==> config.mk <==
export PLATFORM = sky130hd
export DESIGN_NAME = truth_table_sweeper
export DESIGN_NICKNAME = d
export VERILOG_FILES = /design/src/rtl/truth_table_sweeper.sv
export SDC_FILE = /design/constraint.sdc
export NUM_CORES = 1
export LEC_CHECK = 0
export BUFFER_PORTS_ARGS = -buffer_cell sky130_fd_sc_hd__buf_2
export CORE_MARGIN = 5
export CORE_UTILIZATION = 55
export CTS_CLUSTER_SIZE = 16
export DETAILED_ROUTE_END_ITERATION = 10
export PLACE_DENSITY = 0.78
export SLEW_MARGIN = 25
export SYNTH_ARGS = -nofsm -noshare
export SYNTH_HDL_FRONTEND = slang
export SYNTH_SLANG_ARGS = --single-unit
==> constraint.sdc <==
create_clock -name clk -period 1.8 [get_ports clk]
set_input_delay 0.27 -clock clk [delete_from_list [all_inputs] [get_ports clk]]
set_output_delay 0.27 -clock clk [all_outputs]
set_load 0.005 [all_outputs]
==> src/rtl/truth_table_sweeper.sv <==
// Exhaustive-stimulus engine: walks every input vector of an N_IN-input combinational
// block, holds it HOLD_CYCLES cycles, samples dut_f and checks it against EXP_TABLE.
module truth_table_sweeper #(
    parameter int unsigned             N_IN        = 3,
    parameter int unsigned             HOLD_CYCLES = 1,
    parameter logic [(1<<N_IN)-1:0]    EXP_TABLE   = '0
) (
    input  logic            clk,
    input  logic            rst_n,
    input  logic            start,
    input  logic            abort,
    input  logic            dut_f,
    output logic [N_IN-1:0] vec_out,
    output logic            busy,
    output logic            done,
    output logic            pass,
    output logic [N_IN:0]   err_count,
    output logic [N_IN-1:0] first_err_vec,
    output logic            first_err_valid
);

    typedef enum logic [1:0] {
        S_IDLE,
        S_DRIVE,
        S_SAMPLE,
        S_DONE
    } state_t;

    localparam logic [N_IN-1:0] VEC_LAST  = '1;
    localparam logic [N_IN-1:0] VEC_ONE   = {{(N_IN-1){1'b0}}, 1'b1};
    localparam logic [N_IN:0]   ERR_ONE   = {{N_IN{1'b0}}, 1'b1};
    localparam logic [7:0]      HOLD_LOAD = 8'(HOLD_CYCLES);

    state_t          state_q, state_d;
    logic [N_IN-1:0] vec_q, vec_d;
    logic [7:0]      hold_q, hold_d;
    logic            pass_q, pass_d;
    logic [N_IN:0]   err_q, err_d;
    logic [N_IN-1:0] fev_q, fev_d;
    logic            fval_q, fval_d;

    always_comb begin
        state_d = state_q;
        vec_d   = vec_q;
        hold_d  = hold_q;
        pass_d  = pass_q;
        err_d   = err_q;
        fev_d   = fev_q;
        fval_d  = fval_q;

        unique case (state_q)
            S_IDLE, S_DONE: begin
                if (start) begin
                    state_d = S_DRIVE;
                    vec_d   = '0;
                    hold_d  = HOLD_LOAD;
                    pass_d  = 1'b0;
                    err_d   = '0;
                    fev_d   = '0;
                    fval_d  = 1'b0;
                end else begin
                    state_d = S_IDLE;
                end
            end
            S_DRIVE: begin
                if (abort) begin
                    state_d = S_IDLE;
                    vec_d   = '0;
                end else begin
                    hold_d = hold_q - 8'd1;
                    if (hold_q <= 8'd1) state_d = S_SAMPLE;
                end
            end
            S_SAMPLE: begin
                // abort wins over the compare: the pending sample is dropped
                if (abort) begin
                    state_d = S_IDLE;
                    vec_d   = '0;
                end else begin
                    if (dut_f != EXP_TABLE[vec_q]) begin
                        err_d = err_q + ERR_ONE;
                        if (!fval_q) begin
                            fev_d  = vec_q;
                            fval_d = 1'b1;
                        end
                    end
                    if (vec_q == VEC_LAST) begin
                        state_d = S_DONE;
                        pass_d  = (err_d == '0);
                    end else begin
                        state_d = S_DRIVE;
                        vec_d   = vec_q + VEC_ONE;
                        hold_d  = HOLD_LOAD;
                    end
                end
            end
            default: state_d = S_IDLE;
        endcase
    end

    always_ff @(posedge clk or negedge rst_n) begin
        if (!rst_n) begin
            state_q <= S_IDLE;
            vec_q   <= '0;
            hold_q  <= '0;
            pass_q  <= 1'b0;
            err_q   <= '0;
            fev_q   <= '0;
            fval_q  <= 1'b0;
        end else begin
            state_q <= state_d;
            vec_q   <= vec_d;
            hold_q  <= hold_d;
            pass_q  <= pass_d;
            err_q   <= err_d;
            fev_q   <= fev_d;
            fval_q  <= fval_d;
        end
    end

    assign vec_out         = vec_q;
    assign busy            = (state_q == S_DRIVE) || (state_q == S_SAMPLE);
    assign done            = (state_q == S_DONE);
    assign pass            = pass_q;
    assign err_count       = err_q;
    assign first_err_vec   = fev_q;
    assign first_err_valid = fval_q;

endmodule

Word-level counts from Yosys, hierarchy flattened
Memories as Yosys holds them, arrays and structs flattened.
Index checks and enable logic that the tools add are counted.

word-level totals
  flip-flop bits (word level) = 22
  ROM bits = 8
  input port bits = 5
  output and inout port bits = 14
  memories kept = 1
  logic and storage cells = 73

memories
  name              words  bits a word  read ports  clocked after Yosys merged registers in  wr ports  line  source
  (name not given)  8      1            1           0                                        0         80    if (dut_f != EXP_TABLE[vec_q]) begin

operators by class
  add/sub/neg operators = 3
  equal/unequal tests = 15
  order comparisons = 2
  muxes and demuxes = 34
  reductions and logical operators = 11

operators with widths
  cell                 number
  $mux 8               4
  $pmux 8 s3           1
  $mux 3               7
  $mux 4               5
  $ne 2x2->1 const B   8
  $reduce_and 4->1     3
  $pmux 3 s3           1
  $le 8x1->1 const B   1
  $mux 2               4
  $pmux 4 s2           1
  $sub 8x1->8 const B  1
  $mux 1               7
  $ne 3x3->1 const B   2
  $pmux 2 s3           1
  $pmux 3 s2           1
  $reduce_and 3->1     2
  $reduce_and 5->1     1
  $add 4x1->4 const B  1
  $eq 2x2->1 const B   2
  $logic_not 4->1      1
  $lt 3x4->1 const B   1
  $pmux 1 s2           2
  $add 3x1->3 const B  1
  $eq 3x3->1 const B   1
  6 further kinds      6

Logic depth before layout (Yosys ltp)
Gate-level depths: netlist (run 1).

  depth in word-level cells = 10
  mapped depth = 7
  gate-level depth less buffers = 6

Worst setup path before layout (run 1)
No wires, ideal clock.

  path type = register to register
  start point = reg state_q[0]
  end point = reg hold_q[4]
  buffers on the path = 1
  setup slack = 0.223 ns
  data arrival time = 1.449 ns
  period minus slack after synthesis = 1.577 ns
  setup time = 0.128 ns
  stages on the path, launching flop included = 8
  required time = 1.672 ns
  path through = dfrtp_1 inv_1 ha_1 nand2b_1 o21ai_0 clkbuf_1 o21ai_0 o31ai_1

between the ends
  cells in the longest elaborated chain, start to end = 4
  elaborated cells between the ends (all ways) = 11
  classes of those cells = eq/ne: 7; mux: 1; reduce/logical: 3

RTL lines
  element                                               line  source
  start: declaration                                    34    state_t state_q, state_d;
  start signal: assignment                              111   state_q <= state_d;
  $eq 2x2->1 / $logic_not 2->1 (equally long branches)  51    unique case (state_q)
  $reduce_or 2->1                                       51
  $ne 2x2->1 (no line)                                  -
  $reduce_and 4->1 (no line)                            -
  end signal: assignment                                113   hold_q <= hold_d;
  end: declaration                                      36    logic [7:0] hold_q, hold_d;

Several ways; a longest one is shown, not always the timed one.
A chain may end at the register's enable or synchronous reset.

Final worst setup path (run 1)
  start point = reg state_q[0]
  end point = reg err_q[0], in the netlist err_count[0]

between the ends
  cells in the longest elaborated chain, start to end = 4
  elaborated cells between the ends (all ways) = 9
  classes of those cells = eq/ne: 4; mux: 1; reduce/logical: 4

RTL lines
  element                                                           line  source
  $eq 2x2->1 / $logic_not 2->1 (equally long branches)              51
  $reduce_or 2->1                                                   51
  $ne 2x2->1 (no line) / $reduce_bool 2->1 (equally long branches)  -
  $reduce_and 3->1 (no line)                                        -
  end signal: assignment                                            115   err_q <= err_d;
  end: declaration                                                  38    logic [N_IN:0] err_q, err_d;

Several ways; a longest one is shown, not always the timed one.

==> key figures, run 1 <==
Outcome
  • Run status: finished clean

Floorplanning
  • Starting Density: 56.60%
  • DIE WIDTH: 57.48 um
  • Io pins: 19
  • Row count: 17
  • Chip height: 57.48 um
  • Core area: 2191 sq um
  • Total die area: 3304 sq um

Synthesis
  • Synth top area share: 44.40%
  • Ys Warns: 0
  • Synthesized area: 1240 sq um
  • Post-synthesis sequential area ratio: 44.40%
  • EDFF count, synth: 0
  • Post-synth ARST share: 100.0%
  • Most frequent cell after synthesis: dfrtp_1
  • Main synth FF type: dfrtp_1
  • Post-synth top cells: dfrtp_1, nand2_1, o21ai_0
  • Distinct cells, synth: 39
  • Mapped Cells: 127
  • Synth Register Bits: 22
  • Net Count, Synth: 140
  • Largest area contributor in the netlist: dfrtp_1
  • Largest cells by area after synthesis: dfrtp_1, ha_1, o21ai_0
  • Syn avg cell area: 9.763 sq um

Placed design
  • Port bufs: 18
  • Placer congestion estimate: 0.8405
  • DP HPWL: 1.888 mm
  • Dpl ws: 77.00 ps

Worst setup path
  • Crit path max-delay family: compound AO/OA/AOI/OAI gates
  • Worst Path Arrival: 1930 ps
  • Worst Setup End Kind: flip-flop
  • Setup Crit Path Kind: flip-flop to flip-flop
  • Worst path bufs/invs: 1
  • Crit-path slowest cell: dfrtp_1
  • CP peak stage delay: 420 ps
  • Worst Path Max Fanout: 11
  • Worst EP required: 2000 ps
  • CP Cell Sequence: inv_1 -> ha_1 -> mux2i_1 -> a21oi_1 -> o21ai_0 -> a21o_1
  • Startpoint types: flip-flop

Global route
  • Total gr overflow: 0
  • First-pass GRT wire length: 4.629 mm
  • Gr usage total: 17.45%
  • Largest net degree at the start of global routing: 23
  • Number of global-route vias before repair: 1059
  • Initial antenna violation count: 0

Final layout
  • Layout cells sized above 1: 22.67%
  • Antenna diodes: 0
  • Layout Nets: 164
  • Fill count: 190
  • P&R area growth vs syn: 15.74%

Timing
  • Tcrit/Tclk final: 96.14%
  • Pins over their slew limit: 0
  • Hold_ws: 289.0 ps
  • Final Hold Violating Endpoints: 0
  • Clk_skew: 6.933 ps
  • Setup TNS: 0 ps
  • Fmax: 0.5778 GHz
  • Tightest Pin Transition: 493.7 ps
  • Final setup viols: 0
  • Setup WS post-layout: 69.41 ps
  • Worst slew margin: 67.09%
  • Final critical-path required period: 1731 ps
  • RSZ-0062 raised after global routing: false

Routing
  • Routed WL per cell: 14.58 um
  • Routed wire length: 2.596 mm
  • DRT iter0 DRCs: 46
  • Final ANT Viol Nets: 0
  • Post-route DRC: 0
  • Vias per Instance: 5.725
  • Detailed-route via count: 1019
  • Number of iterations in the first detailed-routing pass: 4

Job
  • MaxCap Viol Count: 0

Min path
  • HP Class: input pin to flip-flop

Pwr
  • VDD IR-drop max: 0.0007498 V
  • Leakage Power: 0.7213 nW
  • Power Density: 1284 nW/um^2

CTS
  • H-tree levels: 1
  • Clk_lat worst skew: 300 ps
  • CTS clk-pin slew, worst paths: 130 ps
  • Clock Sinks: 22
  • CTS tree: yes
  • Clock Tree Root: clkbuf_4
  • Num CTS Buffers: 3
  • Clock buffer depth: 2
## cells by family after synthesis
kind of cell / share of synthesized area (%)
AND/OR/NAND/NOR: 18.37
AO/OA/AOI/OAI: 22.30
flip-flops: 44.40
buffers and inverters: 3.532
adder cells (fa/ha/maj): 8.073
multiplexers: 2.624
XOR/XNOR: 0.7065
## where the power goes
| part | switching [W] | internal, W | total, W |
|---|---|---|---|
| Combinational | 0.000500 | 0.000380 | 0.000880 |
| Clock | 0.000148 | 0.000123 | 0.000271 |
| Sequential | 0.000106 | 0.000586 | 0.000692 |
| Total | 0.000754 | 0.00109 | 0.00184 |
## placed cells by master (no fill, tap or decap), types with 2 or more instances in the layout
master     synthesis  layout
a21o_1             2       2
a21oi_1            6       6
a22o_1             5       5
a31oi_1            2       2
buf_2              2      18
buf_4              0       3
clkbuf_4           0       3
dfrtp_1           22      22
ha_1               8       8
inv_1              8       8
mux2_2             2       2
nand2_1           12      12
nand2b_1           4       3
nand3b_1           2       2
nand4_1            3       3
nor2_1             9       8
nor2_2             1       2
nor4_1             2       2
o21ai_0           11      11
o21ai_1            2       2
o221ai_1           2       2
o2bb2ai_1          2       2
## stage by stage
stage / area, sq um / utilization, % / instances / total power [W]
2_1_floorplan: 1240 / - / 127 / 0.001308
3_3_place_gp: 1366 / 62.36 / 172 / 0.001479
3_5_place_dp: 1366 / 62.36 / 172 / 0.001520
4_1_cts: 1413 / 64.48 / 177 / 0.001800
5_1_grt: 1435 / 65.51 / 178 / 0.001990
6_report: 1435 / 65.51 / 178 / 0.001843
## routing by layer
| layer | part of all wire [%] | global-route usage, % | vias up |
|---|---|---|---|
| met2 | 47 | 29.03 | 20 |
| met3 | 3.6 | 2.941 | 4 |
| met1 | 49 | 23.40 | 485 |
| li1 | - | - | 510 |
| met5 | 0 | 0 | - |
| met4 | 1.2 | 4.636 | 0 |
## registers in the layout, summed over array words and instances, names as in the netlist
name and flops:
state_q 2, err_count 4, pass 1, first_err_valid 1, hold_q 8, first_err_vec 3
vec_out 3
## worst paths after layout
kind                                   from               end  slack, ps  cells after the start
hold reg to reg            first_err_vec[1]  first_err_vec[1]        510                      1
setup / recovery                 state_q[0]      err_count[0]         70                      6
hold / removal                        start        state_q[0]        290                      3
min in group asynchronous             rst_n        state_q[1]        440                      2
max in group asynchronous             rst_n      err_count[0]       1020                      2
setup reg to reg                 state_q[0]      err_count[0]         70                      6
## worst register-to-register path: cells and delay by family, from the launching register on
| family | cells | cell delay, ps |
|---|---|---|
| compound gates | 3 | 570 |
| flops | 1 | 420 |
| buf+inv | 1 | 60 |
| fa+ha+maj | 1 | 390 |
| mux | 1 | 190 |
## cell type report
cell class | instances | area [sq um] | share of cell area [%]
Sequential cell | 22 | 550.5 | 38.36
Multi-Input combinational cell | 94 | 660.6 | 46.03
Timing Repair Buffer | 22 | 122.6 | 8.544
Clock buffer | 4 | 36.28 | 2.528
Tap cell | 28 | 35.03 | 2.441
Inverter | 8 | 30.03 | 2.092
## repair_timing
item / in CTS / in global routing
hold buffers: 1 / 0
setup endpoints to repair: 0 / 16
endpoints found under the hold margin: 22 / 0
gates resized for setup: 0 / 3
buffers inserted: 0 / 1
Note: power is estimated with default switching activity, not from simulation.
==> run 2, diff against run 1 <==
Settings changed: CELL_PAD_IN_SITES_DETAIL_PLACEMENT set to 2, CELL_PAD_IN_SITES_GLOBAL_PLACEMENT set to 2, CORE_UTILIZATION 55 to 34, PLACE_DENSITY 0.78 to not set, PLACE_DENSITY_LB_ADDON set to 0.1, SETUP_SLACK_MARGIN set to 0.1.
==> run 2 against run 1 <==
- combinational power grew 26%
- first-iteration DRC count shrank 8.7%
- register-to-register slack improved by 90 ps
- routed wire length increased by 42%
==> key figures, run 2 (synthesized netlist as in run 1, its figures left out) <==
Pwr
  • Switching part of the total: 39.00% (-1.9 points)
  • Power Density: 1413 nW/um^2 (+10%)
  • Leakage Power: 0.7688 nW (+6.6%)
  • Net switching power: 0.0008876 W (+18%)
  • VDD IR-drop max: 0.0004996 V (-33%)
  • Logic pwr share: 48.8% (+1.1 points)
  • Pint: 0.001388 W (+27%)
  • Clock network fraction of design power: 20.7% (+6.0 points)
  • Sequential Power Share: 30.4% (-7.1 points)

Worst setup path
  • Worst Path Arrival: 1790 ps (-140 ps)
  • Worst R2R End: hold_q[5]
  • Worst Path Max Fanout: 5 (-6)
  • Launch point of the worst reg-to-reg path: hold_q[0]
  • Setup Crit Path Kind: flip-flop to flip-flop
  • Worst r2r path cells: 5 (-1)
  • Worst EP required: 1950 ps (-50 ps)
  • Critical Path Source: hold_q[0]
  • Worst Setup End Kind: flip-flop
  • R2R Setup Slk: 160 ps (+90 ps)
  • Startpoint types: flip-flop

Timing
  • RSZ-0062 raised after global routing: true
  • Setup TNS: 0 ps (unchanged)
  • Fmax: 0.6099 GHz (+5.6%)
  • Tightest Pin Transition: 523.7 ps (+30.00 ps)
  • Final critical-path required period: 1640 ps (-91.07 ps)
  • Pins over their slew limit: 0 (unchanged)
  • Tcrit/Tclk final: 91.08% (-5.1 points)
  • Worst slew margin: 65.09% (-2.0 points)
  • Final Hold Violating Endpoints: 0 (unchanged)
  • Final setup viols: 0 (unchanged)
  • Clk_skew: 2.230 ps (-4.702 ps)

Min path
  • HP Class: input pin to flip-flop
  • Worst Hold Depth: 3 (unchanged)
  • Hold EP: state_q[0]
  • Hold Path Origin: start

Placed design
  • DP HPWL: 2.487 mm (+32%)
  • Port bufs: 18 (unchanged)
  • Placer congestion estimate: 0.7216 (-14%)

Routing
  • Detailed-route via count: 1104 (+8.3%)
  • Routed wire length: 3.695 mm (+42%)
  • Post-route DRC: 0 (unchanged)
  • Vias per Instance: 5.385 (-5.9%)
  • Final ANT Viol Nets: 0 (unchanged)
  • DRT iter0 DRCs: 42 (-8.7%)
  • Number of iterations in the first detailed-routing pass: 4 (unchanged)
  • Routed WL per cell: 18.02 um (+24%)

Floorplanning
  • Io pins: 19 (unchanged)
  • Row count: 22 (+5)
  • Total die area: 4955 sq um (+50%)
  • Core area: 3606 sq um (+65%)
  • DIE WIDTH: 70.39 um (+22%)
  • Chip height: 70.39 um (+22%)
  • Starting Density: 34.39% (-22 points)

Final layout
  • Biggest register: hold_q
  • Commonest non-fill, non-tap cell in the layout: dfrtp_1
  • P&R area growth vs syn: 29.87%
  • Antenna diodes: 0 (unchanged)
  • Layout cells sized above 1: 32.48% (+9.8 points)
  • Layout Nets: 171 (+4.3%)
  • Most frequent cells in the layout: dfrtp_1, buf_2, nand2_1
  • Final Util: 44.66% (-21 points)
  • Number of flip-flops in the largest register: 8 (unchanged)

CTS
  • H-tree levels: 1 (unchanged)
  • Clock buffer depth: 2 (unchanged)
  • Clk_lat worst skew: 260 ps (-40 ps)
  • CTS clk-pin slew, worst paths: 90 ps (-40 ps)
  • Num CTS Buffers: 3 (unchanged)
  • CTS tree: yes
  • Clock Tree Root: clkbuf_8
  • Clock Sinks: 22 (unchanged)

Global route
  • Number of global-route vias before repair: 1159 (+9.4%)
  • Initial antenna violation count: 0 (unchanged)
  • First-pass GRT wire length: 5.892 mm (+27%)
  • Gr usage total: 14.74% (-2.7 points)
  • Largest net degree at the start of global routing: 23 (unchanged)
  • Total gr overflow: 0 (unchanged)

Outcome
  • Run status: finished clean

Job
  • MaxCap Viol Count: 0 (unchanged)
-- run 2: cell types whose count changed in the layout (fill, tap and decap cells not counted), moves of 2 or more --
| cell | before | now |
|---|---|---|
| buf_4 | 3 | 10 |
| o21ai_1 | 2 | 4 |
| o21ai_0 | 11 | 9 |
| clkbuf_4 | 3 | 0 |
| ha_1 | 8 | 5 |
| clkbuf_8 | 1 | 3 |
| ha_4 | 0 | 2 |
-- run 2: cell type report --
cell class / instances / area [sq um]
Sequential cell: 22 / 551.8
Timing Repair Buffer: 29 / 175.2
Tap cell: 48 / 60.06
Clock buffer: 3 / 41.29
Inverter: 8 / 30.03
Multi-Input combinational cell: 94 / 721.9
Fill cell: 385 / 1996
Clock inverter: 1 / 30.03
-- run 2: power groups by stage --
stage / logic [W] / clock network, W / registers (W)
detailed placement: 0.000907 / 0 / 0.000692
floorplan: 0.000632 / 0 / 0.000676
finish: 0.00111 / 0.000472 / 0.000692
global route: 0.00123 / 0.000504 / 0.000713
global placement: 0.000871 / 0 / 0.000682
CTS: 0.000957 / 0.000478 / 0.000685
-- run 2: timing repair --
item | 4_1_cts | 5_1_grt
setup buffers | 1 | 4
hold endpoints to repair | 22 | 0
hold buffers | 1 | 0
resized for setup | 6 | 12
pin swaps | 1 | 1
cloned | 0 | 0
endpoints found under the setup margin | 15 | 16
-- run 2: how the worst max path moves through the flow --
stage | slack [ps] | end | cells after the start
after detailed placement | 3 | vec_out[0] | 6
after floorplan | 220 | hold_q[4] | 7
final | 160 | hold_q[5] | 5
after global placement | 130 | vec_out[0] | 6
after CTS | 60 | pass | 5
after global routing | 80 | hold_q[7] | 5
-- run 2: worst max-delay path, cell delays in order (launching register included) --
cell and delay [ps]:
dfrtp_1 390, buf_4 150, or4_4 570, o21a_1 200, o21ai_1 140, o41ai_2 80
-- run 2: per-layer routing --
metal | wire [um] | vias up | share of wire (%) | global-route usage [%]
met3 | 124 | 4 | 3.4 | 3.165
li1 | - | 525 | - | -
met1 | 1775 | 557 | 48 | 21.05
met2 | 1759 | 18 | 48 | 22.14
met4 | 36 | 0 | 0.97 | 4.468
met5 | 0 | - | 0 | 0
-- run 2: metrics by stage --
stage | instances | hold slack (ps) | setup slack (ps) | power [W] | cell area [sq um]
5_1_grt | 205 | 394.2 | 75.05 | 0.002446 | 1610
3_3_place_gp | 195 | 267.5 | 130.4 | 0.001553 | 1414
4_1_cts | 201 | 342.3 | 63.16 | 0.002120 | 1526
2_1_floorplan | 127 | -25.59 | 222.7 | 0.001308 | 1240
6_report | 205 | 362.8 | 160.5 | 0.002276 | 1610
3_5_place_dp | 195 | 281.6 | 2.881 | 0.001599 | 1414
